===== src/rtl/lsu_pkg.sv =====
// Shared definitions for the MEM-stage load/store unit: RV32I size codes,
// FSM states and fault cause encodings.
package lsu_pkg;

    localparam logic [2:0] F3_B  = 3'b000;
    localparam logic [2:0] F3_H  = 3'b001;
    localparam logic [2:0] F3_W  = 3'b010;
    localparam logic [2:0] F3_BU = 3'b100;
    localparam logic [2:0] F3_HU = 3'b101;

    typedef enum logic {
        IDLE  = 1'b0,
        WRITE = 1'b1
    } lsu_state_e;

    // Encoding matches the fault_cause_o port directly.
    typedef enum logic [1:0] {
        NONE     = 2'b00,
        MISALIGN = 2'b01,
        RANGE    = 2'b10,
        ILLEGAL  = 2'b11
    } fault_cause_e;

endpackage


===== src/rtl/lsu_lane_align.sv =====
// Combinational lane steering: extracts/extends a byte or half from a memory
// word for loads, and merges a byte or half into a memory word for stores.
module lsu_lane_align
    import lsu_pkg::*;
#(
    parameter int XLEN = 32
) (
    input  logic [2:0]      funct3,
    input  logic [1:0]      lane,
    input  logic [XLEN-1:0] rd_word,
    input  logic [XLEN-1:0] wdata,
    output logic [XLEN-1:0] ld_data,
    output logic [XLEN-1:0] st_word
);

    logic [7:0]  byte_sel;
    logic [15:0] half_sel;

    always_comb begin
        byte_sel = rd_word[{lane, 3'b000} +: 8];
        half_sel = rd_word[{lane[1], 4'b0000} +: 16];
        case (funct3)
            F3_B:    ld_data = {{(XLEN-8){byte_sel[7]}}, byte_sel};
            F3_BU:   ld_data = {{(XLEN-8){1'b0}}, byte_sel};
            F3_H:    ld_data = {{(XLEN-16){half_sel[15]}}, half_sel};
            F3_HU:   ld_data = {{(XLEN-16){1'b0}}, half_sel};
            default: ld_data = rd_word;
        endcase
    end

    // Only byte and half stores reach the merge path; other codes pass the word.
    always_comb begin
        st_word = rd_word;
        if (funct3[1:0] == 2'b00) begin
            st_word[{lane, 3'b000} +: 8] = wdata[7:0];
        end else if (funct3[1:0] == 2'b01) begin
            st_word[{lane[1], 4'b0000} +: 16] = wdata[15:0];
        end
    end

endmodule


===== src/rtl/load_store_unit.sv =====
// MEM-stage load/store front end: checks requests, extends loads into a
// registered result and runs sub-word stores as a two-cycle read-modify-write.
module load_store_unit
    import lsu_pkg::*;
#(
    parameter int XLEN     = 32,
    parameter int DM_DEPTH = 4096
) (
    input  logic            clk,
    input  logic            arst_n,
    input  logic            req_i,
    input  logic            we_i,
    input  logic [2:0]      funct3_i,
    input  logic [XLEN-1:0] addr_i,
    input  logic [XLEN-1:0] wdata_i,
    output logic            stall_o,
    output logic            dm_we_o,
    output logic [XLEN-1:0] dm_a_o,
    output logic [XLEN-1:0] dm_wd_o,
    input  logic [XLEN-1:0] dm_rd_i,
    output logic            ld_valid_o,
    output logic [XLEN-1:0] ld_data_o,
    output logic            fault_o,
    output logic [1:0]      fault_cause_o,
    output logic [XLEN-1:0] fault_addr_o,
    output lsu_state_e      dbg_state_o
);

    // Handshake: a request is taken on any rising edge where req_i=1 and
    // stall_o=0; while stall_o=1 upstream holds req_i/we_i/funct3_i/addr_i/wdata_i.

    lsu_state_e      state_q, state_d;
    fault_cause_e    cause, fault_cause_q;
    logic [XLEN-1:0] word_idx;
    logic [XLEN-1:0] wa_q;
    logic [XLEN-1:0] buf_q;
    logic [XLEN-1:0] ld_ext;
    logic [XLEN-1:0] st_merge;
    logic            is_illegal, is_misalign, is_range;
    logic            do_load, do_fault, do_rmw;

    assign word_idx = {2'b00, addr_i[XLEN-1:2]};

    lsu_lane_align #(.XLEN(XLEN)) u_align (
        .funct3  (funct3_i),
        .lane    (addr_i[1:0]),
        .rd_word (dm_rd_i),
        .wdata   (wdata_i),
        .ld_data (ld_ext),
        .st_word (st_merge)
    );

    always_comb begin
        is_illegal  = (funct3_i == 3'b011) || (funct3_i[2:1] == 2'b11) ||
                      (we_i && funct3_i[2]);
        is_misalign = ((funct3_i[1:0] == 2'b01) && addr_i[0]) ||
                      ((funct3_i[1:0] == 2'b10) && (addr_i[1:0] != 2'b00));
        is_range    = word_idx >= XLEN'(DM_DEPTH);
        if (is_illegal)       cause = ILLEGAL;
        else if (is_misalign) cause = MISALIGN;
        else if (is_range)    cause = RANGE;
        else                  cause = NONE;
    end

    always_comb begin
        state_d  = state_q;
        stall_o  = 1'b0;
        dm_we_o  = 1'b0;
        dm_a_o   = word_idx;
        dm_wd_o  = wdata_i;
        do_load  = 1'b0;
        do_fault = 1'b0;
        do_rmw   = 1'b0;
        case (state_q)
            IDLE: begin
                if (req_i) begin
                    if (cause != NONE) begin
                        do_fault = 1'b1;
                    end else if (!we_i) begin
                        do_load = 1'b1;
                    end else if (funct3_i == F3_W) begin
                        dm_we_o = 1'b1;
                    end else begin
                        stall_o = 1'b1;
                        do_rmw  = 1'b1;
                        state_d = WRITE;
                    end
                end
            end
            WRITE: begin
                dm_a_o  = wa_q;
                dm_we_o = 1'b1;
                dm_wd_o = buf_q;
                state_d = IDLE;
            end
            default: state_d = IDLE;
        endcase
    end

    always_ff @(posedge clk or negedge arst_n) begin
        if (!arst_n) begin
            state_q       <= IDLE;
            ld_valid_o    <= 1'b0;
            ld_data_o     <= '0;
            fault_o       <= 1'b0;
            fault_cause_q <= NONE;
            fault_addr_o  <= '0;
            buf_q         <= '0;
            wa_q          <= '0;
        end else begin
            state_q    <= state_d;
            ld_valid_o <= do_load;
            fault_o    <= do_fault;
            if (do_load) begin
                ld_data_o <= ld_ext;
            end
            if (do_fault) begin
                fault_cause_q <= cause;
                fault_addr_o  <= addr_i;
            end
            if (do_rmw) begin
                buf_q <= st_merge;
                wa_q  <= word_idx;
            end
        end
    end

    assign fault_cause_o = fault_cause_q;
    assign dbg_state_o   = state_q;

endmodule


===== config.mk =====
export PLATFORM = sky130hd
export DESIGN_NAME = load_store_unit
export DESIGN_NICKNAME = d
export VERILOG_FILES = /design/src/rtl/lsu_pkg.sv /design/src/rtl/lsu_lane_align.sv /design/src/rtl/load_store_unit.sv
export SDC_FILE = /design/constraint.sdc
export NUM_CORES = 1
export LEC_CHECK = 0
export CAP_MARGIN = 25
export CORE_MARGIN = 1.5
export CORE_UTILIZATION = 30
export CTS_CLUSTER_DIAMETER = 50
export DETAILED_ROUTE_END_ITERATION = 12
export PLACE_DENSITY_LB_ADDON = 0.15
export SYNTH_ARGS = -nofsm -noshare
export SYNTH_HDL_FRONTEND = slang
export SYNTH_HIERARCHICAL = 1
export SYNTH_SLANG_ARGS = --single-unit

===== constraint.sdc =====
create_clock -name clk -period 3.2 [get_ports clk]
set_clock_uncertainty 0.2 [all_clocks]
set_input_delay 0.8 -clock clk [delete_from_list [all_inputs] [get_ports clk]]
set_output_delay 0.8 -clock clk [all_outputs]
set_load 0.05 [all_outputs]

* Word-level counts from Yosys, hierarchy flattened
Index checks and enable logic that the tools add are counted.
Widths: inputs -> output; s select.
** Storage, ports and cells
- Bits of input ports :: 103
- Logic and storage cells :: 64
- Bits in registers :: 131
- Output and inout bits :: 135
** Cells by class
- Bitwise operators :: 1
- Magnitude comparators :: 1
- Multiplexer cells :: 28
- Add/sub/neg operators :: 2
- Reductions and logical operators :: 10
- Shift operators :: 6
- Equality and inequality tests :: 8
** Operators with widths (number)
- $pmux 32 s4 :: 1
- $mux 32 :: 3
- $bwmux 32 :: 2
- $shift 16x7->32 const A :: 1
- $shift 8x7->32 const A :: 1
- $shiftx 16x7->32 :: 1
- $shiftx 32x6->16 :: 1
- $shiftx 32x6->8 :: 1
- $shiftx 8x7->32 :: 1
- $ge 30x13->1 const B :: 1
- $mux 30 :: 1
- $mux 1 :: 16
- $neg 5->7 :: 2
- $eq 3x2->1 const B :: 2
- $eq 3x3->1 const B :: 2
- $mux 2 :: 3
- $eq 2x2->1 const B :: 2
- $pmux 1 s2 :: 2
- $reduce_bool 2->1 :: 2
- $eq 3x1->1 const B :: 1
- $logic_and 1x1->1 :: 3
- $logic_not 3->1 :: 1
- $logic_or 1x1->1 :: 3
- $eq 2x1->1 const B :: 1
- other kinds (2) :: 2

* Depth between registers and ports, before layout
Gate-level depths: netlist of run 1.
- Depth in word-level cells :: 9
- Depth in mapped cells :: 10
- Gate-level depth less buffers :: 6

* Cells and area by module
Netlist of run 1, hierarchy kept.
** Modules (own cells, without submodules)
- load_store_unit :: seq. area each 3278.1 um^2, area an instance 5720.5 um^2, instances 1, cells each 379
- lsu_lane_align :: seq. area each 0.0 um^2, area an instance 1903.1 um^2, instances 1, cells each 263

* Least setup slack after synthesis of run 1
No wires, ideal clock.
- Kind :: input to output
- Start :: in addr_i[26]
- End :: out dm_we_o
- Required time :: 2.200 ns
- Data arrival time :: 2.859 ns
- Path buffers :: 0
- Setup slack :: -0.659 ns
- Stages :: 4
- Cell sequence :: nor4_2 -> nand3_2 -> or2_2 -> o31ai_1
** Between the ends
- Cells in the longest elaborated chain, start to end :: 8
** Ends and longest elaborated chain
- from (decl) :: line load_store_unit.sv:14 : input logic [XLEN-1:0] addr_i,
- $ge 30x13->1 :: line load_store_unit.sv:58 : is_range = word_idx >= XLEN'(DM_DEPTH);
- $mux 2 :: line load_store_unit.sv:61 : else if (is_range) cause = RANGE;
- $mux 2 :: line load_store_unit.sv:60 : else if (is_misalign) cause = MISALIGN;
- $mux 2 :: line load_store_unit.sv:59 : if (is_illegal) cause = ILLEGAL;
- $reduce_bool 2->1 :: line load_store_unit.sv:77 : if (cause != NONE) begin
- $mux 1 :: line load_store_unit.sv:77
- $mux 1 :: line load_store_unit.sv:76 : if (req_i) begin
- $pmux 1 s2 :: line load_store_unit.sv:74 : case (state_q)
- to (decl) :: line load_store_unit.sv:17 : output logic dm_we_o,
Every way passes these cells.

* Worst setup path after layout of run 1
- Start :: in funct3_i[0]
- End :: out stall_o
** Between the ends
- Cells in the longest elaborated chain, start to end :: 9
- Elaborated cells between the ends (all ways) :: 17
- Those cells by class :: eq/ne (4); mux (7); reduce/logical (6)
** Ends and longest elaborated chain
- from (decl) :: line load_store_unit.sv:13 : input logic [2:0] funct3_i,
- $eq 2x1->1 or $eq 2x2->1 (tied branches) :: line load_store_unit.sv:56, load_store_unit.sv:57
- $logic_and 1x1->1, on equally long branches :: line load_store_unit.sv:56, load_store_unit.sv:57
- $logic_or 1x1->1 :: line load_store_unit.sv:56 : is_misalign = ((funct3_i[1:0] == 2'b01) && addr_i[0]) ||
- $mux 2 :: line load_store_unit.sv:60
- $mux 2 :: line load_store_unit.sv:59
- $reduce_bool 2->1 :: line load_store_unit.sv:77
- $mux 1 (*) :: line load_store_unit.sv:77
- $mux 1 (*) :: line load_store_unit.sv:76
- $mux 1 (*) :: line load_store_unit.sv:74
- to (decl) :: line load_store_unit.sv:16 : output logic stall_o,
Every way passes the cells marked *; elsewhere a longest branch is shown, timed or not.

==> out/qor.yml, run 1 <==
route:
  ant_nets: 0
  detail_route.wirelength.met1_um: 11300
  drt-total-wl_um: 25200
  avgRoutedWirePerCell_um: 19.9
  highest-signal-layer: "met5"
  met2RoutedLength_um: 11200
  wl_met3_um: 2280
  drc: 0
  num_vias: 6462
  drt_pre_antenna_iters: 8
  route.detailed.vias_per_inst: 5.10
  first_iter_violations: 451
timing:
  fin_crit_sh_pct: 98.5
  worstMarginPinSlew_ps: 617
  relative_max_transition_margin_pct: 58.3
  finalHoldWorstSlack_ps: 117
  layout_min_cycle_time_ps: 3150
  max_freq_mhz: 317
  layout_setup_ws_ps: 47.1
  report.final.hold_viol_count: 0
  setup_tns_ps: 0
  timing.final.max_slew_violations: 0
  setup_repair_after_global_routing_missed_its_margin: "no"
  setup_violation_total_in_the_final_timing_report: 0
floorplan:
  die_height_um: 162
  std_cell_rows: 58
  die_w_um: 162
  die_footprint_um2: 26400
  initial_util_pct: 30.4
  core_um2: 25000
  ios: 238
clocking:
  cts.root.buffer_cell: "sky130_fd_sc_hd__clkbuf_16"
  cts_hold_buf: 0
  cts.sinks: 131
  htree_levels: 4
  ctsLongestPathBuffers: 2
  cts_inserted_buffers: 17
  clk_latency_ps: 420
  tritoncts: "built"
  worst_setup_hold_path_clk_slew_ps: 60
placed_design:
  gpl.final_weighted_congestion: 0.834
  hpwl_um: 18600
  placement.setup.worst_slack_ps: -468
  dp_cells: 1232
  detailed_place.area_um2: 11500
  buffer_ports.inserted: 235
worst_setup_path:
  endpoint_kind: "primary output"
  cp.required_ps: 2200
  crit_path_max_fanout: 5
  crit_path_top_delay_cell: "sky130_fd_sc_hd__clkdlybuf4s50_1"
  critical_path.max_stage_delay_ps: 440
  cp_cell_sequence: "clkdlybuf4s50_1 > buf_4 > nand2_1 > a22oi_2 > nand3b_1 > nor3_4 > buf_6"
  timing.critical_path.max_delay_family: "buffers and inverters"
  criticalPathCategory: "input pin to primary output"
  cp-start-kind: "input pin"
  timing.critical_path.buf_inv: 3
  crit_arrival_ps: 2150
yosys:
  async_flop_share_pct: 100
  synth_top_cell_by_area: "sky130_fd_sc_hd__dfrtp_1"
  ys_seq_area_share_pct: 43.0
  synth-seq-cells: 131
  count_of_flip_flops_with_a_built_in_enable_after_synthesis: 0
  mapped_area_um2: 7620
  yosys_warnings: 6
  syn-instance-count: 642
  post_synth_main_area_contributors: "sky130_fd_sc_hd__dfrtp_1, sky130_fd_sc_hd__mux2_2, sky130_fd_sc_hd__mux2_1, sky130_fd_sc_hd__nor2b_1, sky130_fd_sc_hd__nand4bb_1"
  ys.flop_type: "sky130_fd_sc_hd__dfrtp_1"
  netlist-cell-type-count: 57
  synth_area_per_cell_um2: 11.9
  area_fraction_of_the_dominant_cell_type_after_synthesis_pct: 43.0
  post_synth_most_frequent_cells: "sky130_fd_sc_hd__dfrtp_1, sky130_fd_sc_hd__mux2_2, sky130_fd_sc_hd__mux2_1, sky130_fd_sc_hd__nor2b_1, sky130_fd_sc_hd__o22ai_1"
grt:
  globalRouteOverflowTotal: 0
  largest_net_degree_at_the_start_of_global_routing: 49
  via_count_of_the_first_global_routing_pass: 6755
  grt_pass1_wl_um: 39500
  grtUsageTotal_pct: 19.4
  number_of_antenna_violations_at_the_first_check_in_global_routing: 2
cells_and_area:
  syn2layout_area_growth_pct: 58.3
  fin_area_um2: 12100
  final_core_util_pct: 48.2
  fin_cells: 1267
  fin_nets: 1031
  drive_gt1_share_pct: 36.8
min_path:
  timing.hold.worst.class: "input pin to async pin"
power:
  total_power_mw: 5.01
  irDropWorstVdd_uv: 282
  power_leakage_nw: 5.30
  power_density_over_the_cells_nw_per_um2: 415
job:
  cap_violations: 0
run_status:
  outcome: "finished clean"
==> placed cells by master, fill, tap and decap left out, types with 17 or more instances in the layout <==
cell,netlist,final
sky130_fd_sc_hd__buf_12,0,74
sky130_fd_sc_hd__buf_4,10,68
sky130_fd_sc_hd__clkbuf_16,0,17
sky130_fd_sc_hd__clkdlybuf4s50_1,0,148
sky130_fd_sc_hd__dfrtp_1,131,130
sky130_fd_sc_hd__inv_1,17,17
sky130_fd_sc_hd__mux2_1,42,42
sky130_fd_sc_hd__mux2_2,131,131
sky130_fd_sc_hd__nor2b_1,39,39
sky130_fd_sc_hd__o22ai_1,24,24
==> worst reg2reg max path: stages (launching register included) <==
cell and delay (ps):
sky130_fd_sc_hd__dfrtp_2 570, sky130_fd_sc_hd__buf_12 250, sky130_fd_sc_hd__nand2b_1 280, sky130_fd_sc_hd__nor2_1 140
sky130_fd_sc_hd__nor4b_4 260, sky130_fd_sc_hd__buf_12 250, sky130_fd_sc_hd__mux2_2 400
==> power by group <==
part	switching (mW)	internal, mW
Combinational	0.704	0.567
Sequential	0.0230	1.70
Clock	0.799	1.22
==> path summary, 6_finish.rpt <==
kind / slack [ps] / from / to / depth (start not counted)
hold reg to reg: 280 / wa_q[10]$_DFFE_PN0P_ / wa_q[10]$_DFFE_PN0P_ / 1
hold / removal: 120 / arst_n / buf_q[1]$_DFFE_PN0P_ / 1
setup / recovery: 50 / funct3_i[0] / stall_o / 7
setup reg to reg: 730 / dbg_state_o$_DFF_PN0_ / ld_data_o[22]$_DFFE_PN0P_ / 6
min in group clk: 280 / wa_q[10]$_DFFE_PN0P_ / wa_q[10]$_DFFE_PN0P_ / 1
max in group asynchronous: 2040 / arst_n / buf_q[11]$_DFFE_PN0P_ / 2
==> kinds of logic (layout without fill, tap and decap cells) <==
group | count (synthesis) | count (layout) | share of synthesized area (%)
other | 1 | 3 | 0.0492
AO/OA/AOI/OAI | 134 | 134 | 13.6
flip-flops | 131 | 131 | 43.0
adder cells (fa/ha/maj) | 5 | 5 | 0.821
buffers and inverters | 72 | 365 | 5.09
multiplexers | 181 | 181 | 26.6
AND/OR/NAND/NOR | 118 | 118 | 10.9
==> area by class of cell <==
type	instances	area, um2
multi-input cells	440	4040
fillers	2334	13000
repair buffers	315	3680
inverters	18	67.6
clock inverters	10	123
flip-flops and latches	131	3280
clock buffers	22	474
well taps	330	413
diodes	1	2.50
==> flip-flops by register name (all words and copies together) (netlist names) <==
name and cells:
wa_q 30, fault_cause_o 2, ld_valid_o 1, buf_q 32, fault_o 1, ld_data_o 32
dbg_state_o 1, fault_addr_o 32
==> metal layers <==
layer	up-vias	global-route usage, %
met2	292	29.6
met1	3141	26.3
met4	2	5.42
met3	27	6.49
li1	3000	-
met5	-	0
==> what timing repair did <==
action                     CTS  global route
setup endpoints to repair    2             2
gates resized for setup     33            23
setup buffers                2             0
pin swaps                    8             9
gates cloned                 0             0
Note: power is estimated with default switching activity, not from simulation.
==> run 2: changes to the inputs <==
- CORE_MARGIN: 1.5 -> 2
==> out/qor.yml, run 2 (same netlist as run 1, synthesis figures left out) <==
timing:
  report.final.hold_viol_count: 0  # unchanged
  layout_setup_ws_ps: 48.1  # +1.05 ps
  fin_crit_sh_pct: 98.5  # about the same
  setup_violation_total_in_the_final_timing_report: 0  # unchanged
  layout_min_cycle_time_ps: 3150  # -1.05 ps
  relative_max_transition_margin_pct: 59.6  # +1.2 points
  worstMarginPinSlew_ps: 604  # -12.8 ps
  max_freq_mhz: 317  # about the same
  setup_repair_after_global_routing_missed_its_margin: "no"
  timing.final.max_slew_violations: 0  # unchanged
clocking:
  worst_setup_hold_path_clk_slew_ps: 60  # about the same
  ctsLongestPathBuffers: 2  # unchanged
  cts.root.buffer_cell: "sky130_fd_sc_hd__clkbuf_16"
  htree_levels: 4  # unchanged
  cts_inserted_buffers: 17  # unchanged
  clk_latency_ps: 420  # about the same
  cts.sinks: 131  # unchanged
  tritoncts: "built"
route:
  avgRoutedWirePerCell_um: 20.2  # +1.5%
  ant_nets: 0  # unchanged
  route.detailed.vias_per_inst: 5.14  # +0.82%
  drc: 0  # unchanged
  first_iter_violations: 580  # +29%
  drt_pre_antenna_iters: 5  # -3
  drt-total-wl_um: 25500  # +1.4%
  num_vias: 6510  # +0.74%
cells_and_area:
  fin_area_um2: 12100  # +0.54%
  fill_cells: 2316  # -0.77%
  drive_gt1_share_pct: 36.8  # +0.039 points
  final_cell_mix: "sky130_fd_sc_hd__clkdlybuf4s50_1, sky130_fd_sc_hd__mux2_2, sky130_fd_sc_hd__dfrtp_1, sky130_fd_sc_hd__buf_12, sky130_fd_sc_hd__buf_4"
  largest_registers: "buf_q x32, fault_addr_o x32, ld_data_o x32"
  layout_commonest_cell: "sky130_fd_sc_hd__clkdlybuf4s50_1"
  syn2layout_area_growth_pct: 59.2
  fin_nets: 1031  # unchanged
grt:
  largest_net_degree_at_the_start_of_global_routing: 63  # +29%
  grt_pass1_wl_um: 39000  # -1.1%
  grtUsageTotal_pct: 19.1  # -0.36 points
  groute.layer.met2.usage_pct: 28.8  # -0.84 points
  grt_util_met3_pct: 7.44  # +0.95 points
  number_of_antenna_violations_at_the_first_check_in_global_routing: 2  # unchanged
  via_count_of_the_first_global_routing_pass: 6616  # -2.1%
  met1_usage_pct: 25.4  # -0.92 points
  busiest_layer: "met2"
  globalRouteOverflowTotal: 0  # unchanged
floorplan:
  std_cell_rows: 58  # unchanged
  die_w_um: 163  # +0.62%
  core_um2: 25000  # unchanged
  ios: 238  # unchanged
  die_footprint_um2: 26700  # +1.2%
  initial_util_pct: 30.4  # unchanged
  die_height_um: 163  # +0.62%
power:
  power_density_over_the_cells_nw_per_um2: 429  # +3.3%
  comb_power_share_pct: 24.4  # -1.0 points
  seq_power_share_pct: 33.1  # -1.3 points
  irDropWorstVdd_uv: 329  # +17%
  total_power_mw: 5.21  # +3.9%
  internal_power_mw: 3.68  # +5.7%
  p_sw_share_pct: 29.3  # -1.2 points
  p_sw_mw: 1.52  # -0.17%
  clkPwrFrac_pct: 42.5  # +2.3 points
  power_leakage_nw: 5.33  # +0.61%
worst_setup_path:
  crit_arrival_ps: 2150  # about the same
  timing.critical_path.buf_inv: 3  # unchanged
  cp-start-kind: "input pin"
  critical_path.max_stage_delay_ps: 270  # -170 ps
  timing.critical_path.max_delay_family: "buffers and inverters"
  worst-r2r-setup-slack_ps: 920  # +190 ps
  crit_path_top_delay_cell: "sky130_fd_sc_hd__or2_4"
  cp_cell_sequence: "clkdlybuf4s15_1 > nor4_2 > buf_4 > nand2_4 > or2_4 > o31ai_4 > buf_6"
  cp.required_ps: 2200  # about the same
  endpoint_kind: "primary output"
  crit_path_max_fanout: 3  # -2
  criticalPathCategory: "input pin to primary output"
placed_design:
  placement.setup.worst_slack_ps: -433  # +34.7 ps
  buffer_ports.inserted: 235  # unchanged
  detailed_place.area_um2: 11400  # -0.46%
  gpl.final_weighted_congestion: 0.832  # -0.19%
  hpwl_um: 18400  # -0.93%
run_status:
  outcome: "finished clean"
min_path:
  timing.hold.worst.class: "input pin to async pin"
job:
  cap_violations: 0  # unchanged
-- run 2: changes by cell type in the layout (fill, tap and decap cells not counted), moves of 2 or more --
cell	previous run	this run
sky130_fd_sc_hd__nor2_2	3	1
sky130_fd_sc_hd__nor2_1	13	15
sky130_fd_sc_hd__inv_6	3	0
sky130_fd_sc_hd__clkdlybuf4s15_1	2	5
sky130_fd_sc_hd__buf_4	68	70
sky130_fd_sc_hd__bufinv_16	2	5
sky130_fd_sc_hd__clkinv_4	1	4
sky130_fd_sc_hd__clkbuf_1	2	0
-- run 2: through the flow --
step	TNS (ps)	util [%]	hold slack [ps]	std cells
2_1_floorplan	-33.0	-	252	643
3_3_place_gp	-3820	45.5	262	1227
3_5_place_dp	-5810	45.5	271	1227
4_1_cts	0	48.5	141	1264
5_1_grt	0	48.5	154	1265
6_report	0	48.5	123	1266
-- run 2: layer usage --
layer  vias up  share of wire [%]  wire length (um)
met5         -                  0                 0
met4         0                1.8               454
met3        33                9.8              2510
met2       283                 44             11300
met1      3189                 44             11200
li1       3005                  -                 -
-- run 2: power groups by stage --
stage / Clock [mW] / Sequential [mW] / Combinational [mW]
finish: 2.21 / 1.72 / 1.27
global route: 2.34 / 1.73 / 1.34
CTS: 2.27 / 1.72 / 1.28
detailed placement: 0 / 1.75 / 1.27
global placement: 0 / 1.75 / 1.27
floorplan: 0 / 1.91 / 0.474
-- run 2: layout make-up --
type / count / area (um2) / area share (%)
Inverter: 18 / 67.6 / 0.557
Sequential cell: 131 / 3280 / 27.0
Multi-Input combinational cell: 440 / 4050 / 33.4
Tap cell: 330 / 413 / 3.40
Clock buffer: 19 / 453 / 3.73
Clock inverter: 12 / 205 / 1.69
Timing Repair Buffer: 315 / 3660 / 30.2
Antenna cell: 1 / 2.50 / 0.0206
-- run 2: final timing paths --
path                                       start                         to  cells after the start
max reg2reg                dbg_state_o$_DFF_PN0_  ld_data_o[30]$_DFFE_PN0P_                      6
max in group asynchronous                 arst_n      buf_q[13]$_DFFE_PN0P_                      2
min in group clk             wa_q[6]$_DFFE_PN0P_        wa_q[6]$_DFFE_PN0P_                      1
min reg2reg                  wa_q[6]$_DFFE_PN0P_        wa_q[6]$_DFFE_PN0P_                      1
max                                   addr_i[15]                    dm_we_o                      7
min                                       arst_n   ld_data_o[3]$_DFFE_PN0P_                      1
-- run 2: repair_timing --
action / in CTS / in global routing
endpoints found under the setup margin: 2 / 2
resized for setup: 35 / 22
buffers inserted: 6 / 1
hold buffers: 0 / 0
hold endpoints to repair: 0 / 0
pin swaps: 8 / 8
==> run 3: changes to the inputs <==
- RECOVER_POWER: not set -> 100
==> out/qor.yml, run 3 (same netlist as run 1, synthesis figures left out) <==
power:
  power_leakage_nw: 5.46  # +2.3%
  irDropWorstVdd_uv: 330  # +0.20%
  power_density_over_the_cells_nw_per_um2: 429  # about the same
  total_power_mw: 5.17  # -0.68%
cells_and_area:
  final_cell_mix: "sky130_fd_sc_hd__dfrtp_1, sky130_fd_sc_hd__mux2_1, sky130_fd_sc_hd__clkdlybuf4s50_1, sky130_fd_sc_hd__mux2_2, sky130_fd_sc_hd__dlygate4sd3_1"
  largest_registers: "buf_q x32, fault_addr_o x32, ld_data_o x32"
  final_core_util_pct: 48.2  # -0.31 points
  syn2layout_area_growth_pct: 58.1
  fin_nets: 1031  # unchanged
  drive_gt1_share_pct: 30.5  # -6.3 points
  layout_commonest_cell: "sky130_fd_sc_hd__dfrtp_1"
placed_design:
  buffer_ports.inserted: 235  # unchanged
  hpwl_um: 18400  # unchanged
  gpl.final_weighted_congestion: 0.832  # unchanged
route:
  avgRoutedWirePerCell_um: 20.1  # -0.27%
  drc: 0  # unchanged
  ant_nets: 0  # unchanged
  first_iter_violations: 554  # -4.5%
  drt-total-wl_um: 25500  # -0.27%
  num_vias: 6504  # -0.092%
  route.detailed.vias_per_inst: 5.14  # about the same
  drt_pre_antenna_iters: 6  # +1
timing:
  report.final.hold_viol_count: 0  # unchanged
  max_freq_mhz: 317  # about the same
  timing.final.max_slew_violations: 0  # unchanged
  setup_violation_total_in_the_final_timing_report: 0  # unchanged
  layout_min_cycle_time_ps: 3150  # -0.752 ps
  fin_crit_sh_pct: 98.5  # about the same
  setup_repair_after_global_routing_missed_its_margin: "no"
  worstMarginPinSlew_ps: 1430  # +821 ps
  relative_max_transition_margin_pct: 4.96  # -55 points
run_status:
  outcome: "finished clean"
worst_setup_path:
  criticalPathCategory: "input pin to primary output"
  endpoint_kind: "primary output"
  crit_path_max_fanout: 3  # unchanged
  cp-start-kind: "input pin"
  crit_arrival_ps: 2150  # about the same
  cp.required_ps: 2200  # about the same
clocking:
  cts_inserted_buffers: 17  # unchanged
  cts_hold_buf: 0  # unchanged
  tritoncts: "built"
  clk_latency_ps: 420  # about the same
  ctsLongestPathBuffers: 2  # unchanged
  cts.root.buffer_cell: "sky130_fd_sc_hd__clkbuf_16"
  cts.sinks: 131  # unchanged
  worst_setup_hold_path_clk_slew_ps: 60  # about the same
  htree_levels: 4  # unchanged
job:
  cap_violations: 0  # unchanged
floorplan:
  die_footprint_um2: 26700  # unchanged
  std_cell_rows: 58  # unchanged
  core_um2: 25000  # unchanged
  initial_util_pct: 30.4  # unchanged
  die_w_um: 163  # unchanged
  ios: 238  # unchanged
  die_height_um: 163  # unchanged
grt:
  globalRouteOverflowTotal: 0  # unchanged
  grtUsageTotal_pct: 19.1  # unchanged
  number_of_antenna_violations_at_the_first_check_in_global_routing: 2  # unchanged
  via_count_of_the_first_global_routing_pass: 6616  # unchanged
  grt_pass1_wl_um: 39000  # unchanged
  largest_net_degree_at_the_start_of_global_routing: 63  # unchanged
min_path:
  timing.hold.worst.class: "flip-flop to flip-flop"
==> run 3: layout make-up <==
cell class                      count  area (um2)
Clock buffer                       19         453
Sequential cell                   131        3280
Clock inverter                     12         205
Antenna cell                        1        2.50
Fill cell                        2323       13000
Timing Repair Buffer              315        3590
Tap cell                          330         413
Inverter                           18        67.6
Multi-Input combinational cell    440        4050
==> run 3: worst paths after layout <==
path,start,endpoint,slack (ps),cells past startpoint
min in group asynchronous,arst_n,ld_data_o[3]$_DFFE_PN0P_,490,1
setup reg to reg,dbg_state_o$_DFF_PN0_,ld_data_o[30]$_DFFE_PN0P_,610,6
hold reg to reg,buf_q[3]$_DFFE_PN0P_,buf_q[3]$_DFFE_PN0P_,280,1
hold / removal,buf_q[3]$_DFFE_PN0P_,buf_q[3]$_DFFE_PN0P_,280,1
setup / recovery,addr_i[15],dm_we_o,50,7
max in group asynchronous,arst_n,fault_addr_o[6]$_DFFE_PN0P_,730,2
==> run 3: worst max-delay path, stage by stage <==
cell and delay [ps]:
sky130_fd_sc_hd__clkdlybuf4s15_1 200, sky130_fd_sc_hd__nor4_2 210, sky130_fd_sc_hd__buf_4 160, sky130_fd_sc_hd__nand2_4 50, sky130_fd_sc_hd__or2_4 270, sky130_fd_sc_hd__o31ai_4 260
sky130_fd_sc_hd__buf_6 190
==> run 3: metal layers <==
metal  part of all wire (%)  GRT usage, %
met5                      0             0
met4                    1.7          5.43
met3                     10          7.44
met2                     44          28.8
met1                     44          25.4
==> run 3: where the power goes <==
group          internal [mW]  leakage (nW)  switching (mW)
clock                   1.42         0.315           0.792
sequential              1.70          1.75          0.0204
combinational          0.529          3.40           0.706
==> run 3: repair_timing <==
| action | in CTS | in global routing |
|---|---|---|
| setup endpoints to repair | 2 | 2 |
| pin swaps | 8 | 8 |
| hold endpoints to repair | 0 | 0 |
| buffers inserted | 6 | 1 |
| gates resized for setup | 35 | 22 |
| gates cloned | 0 | 0 |
==> run 3: per-stage QoR <==
| step | setup TNS, ps | hold slack, ps | cells | setup WS (ps) | area (um2) |
|---|---|---|---|---|---|
| 5_1_grt | 0 | 298 | 1265 | 2.40 | 12100 |
| 3_3_place_gp | -3820 | 262 | 1227 | -394 | 11400 |
| 4_1_cts | 0 | 141 | 1264 | 1.02 | 12100 |
| 3_5_place_dp | -5810 | 271 | 1227 | -433 | 11400 |
| 6_report | 0 | 283 | 1266 | 48.9 | 12100 |
| 2_1_floorplan | -33.0 | 252 | 643 | -33.0 | 7650 |
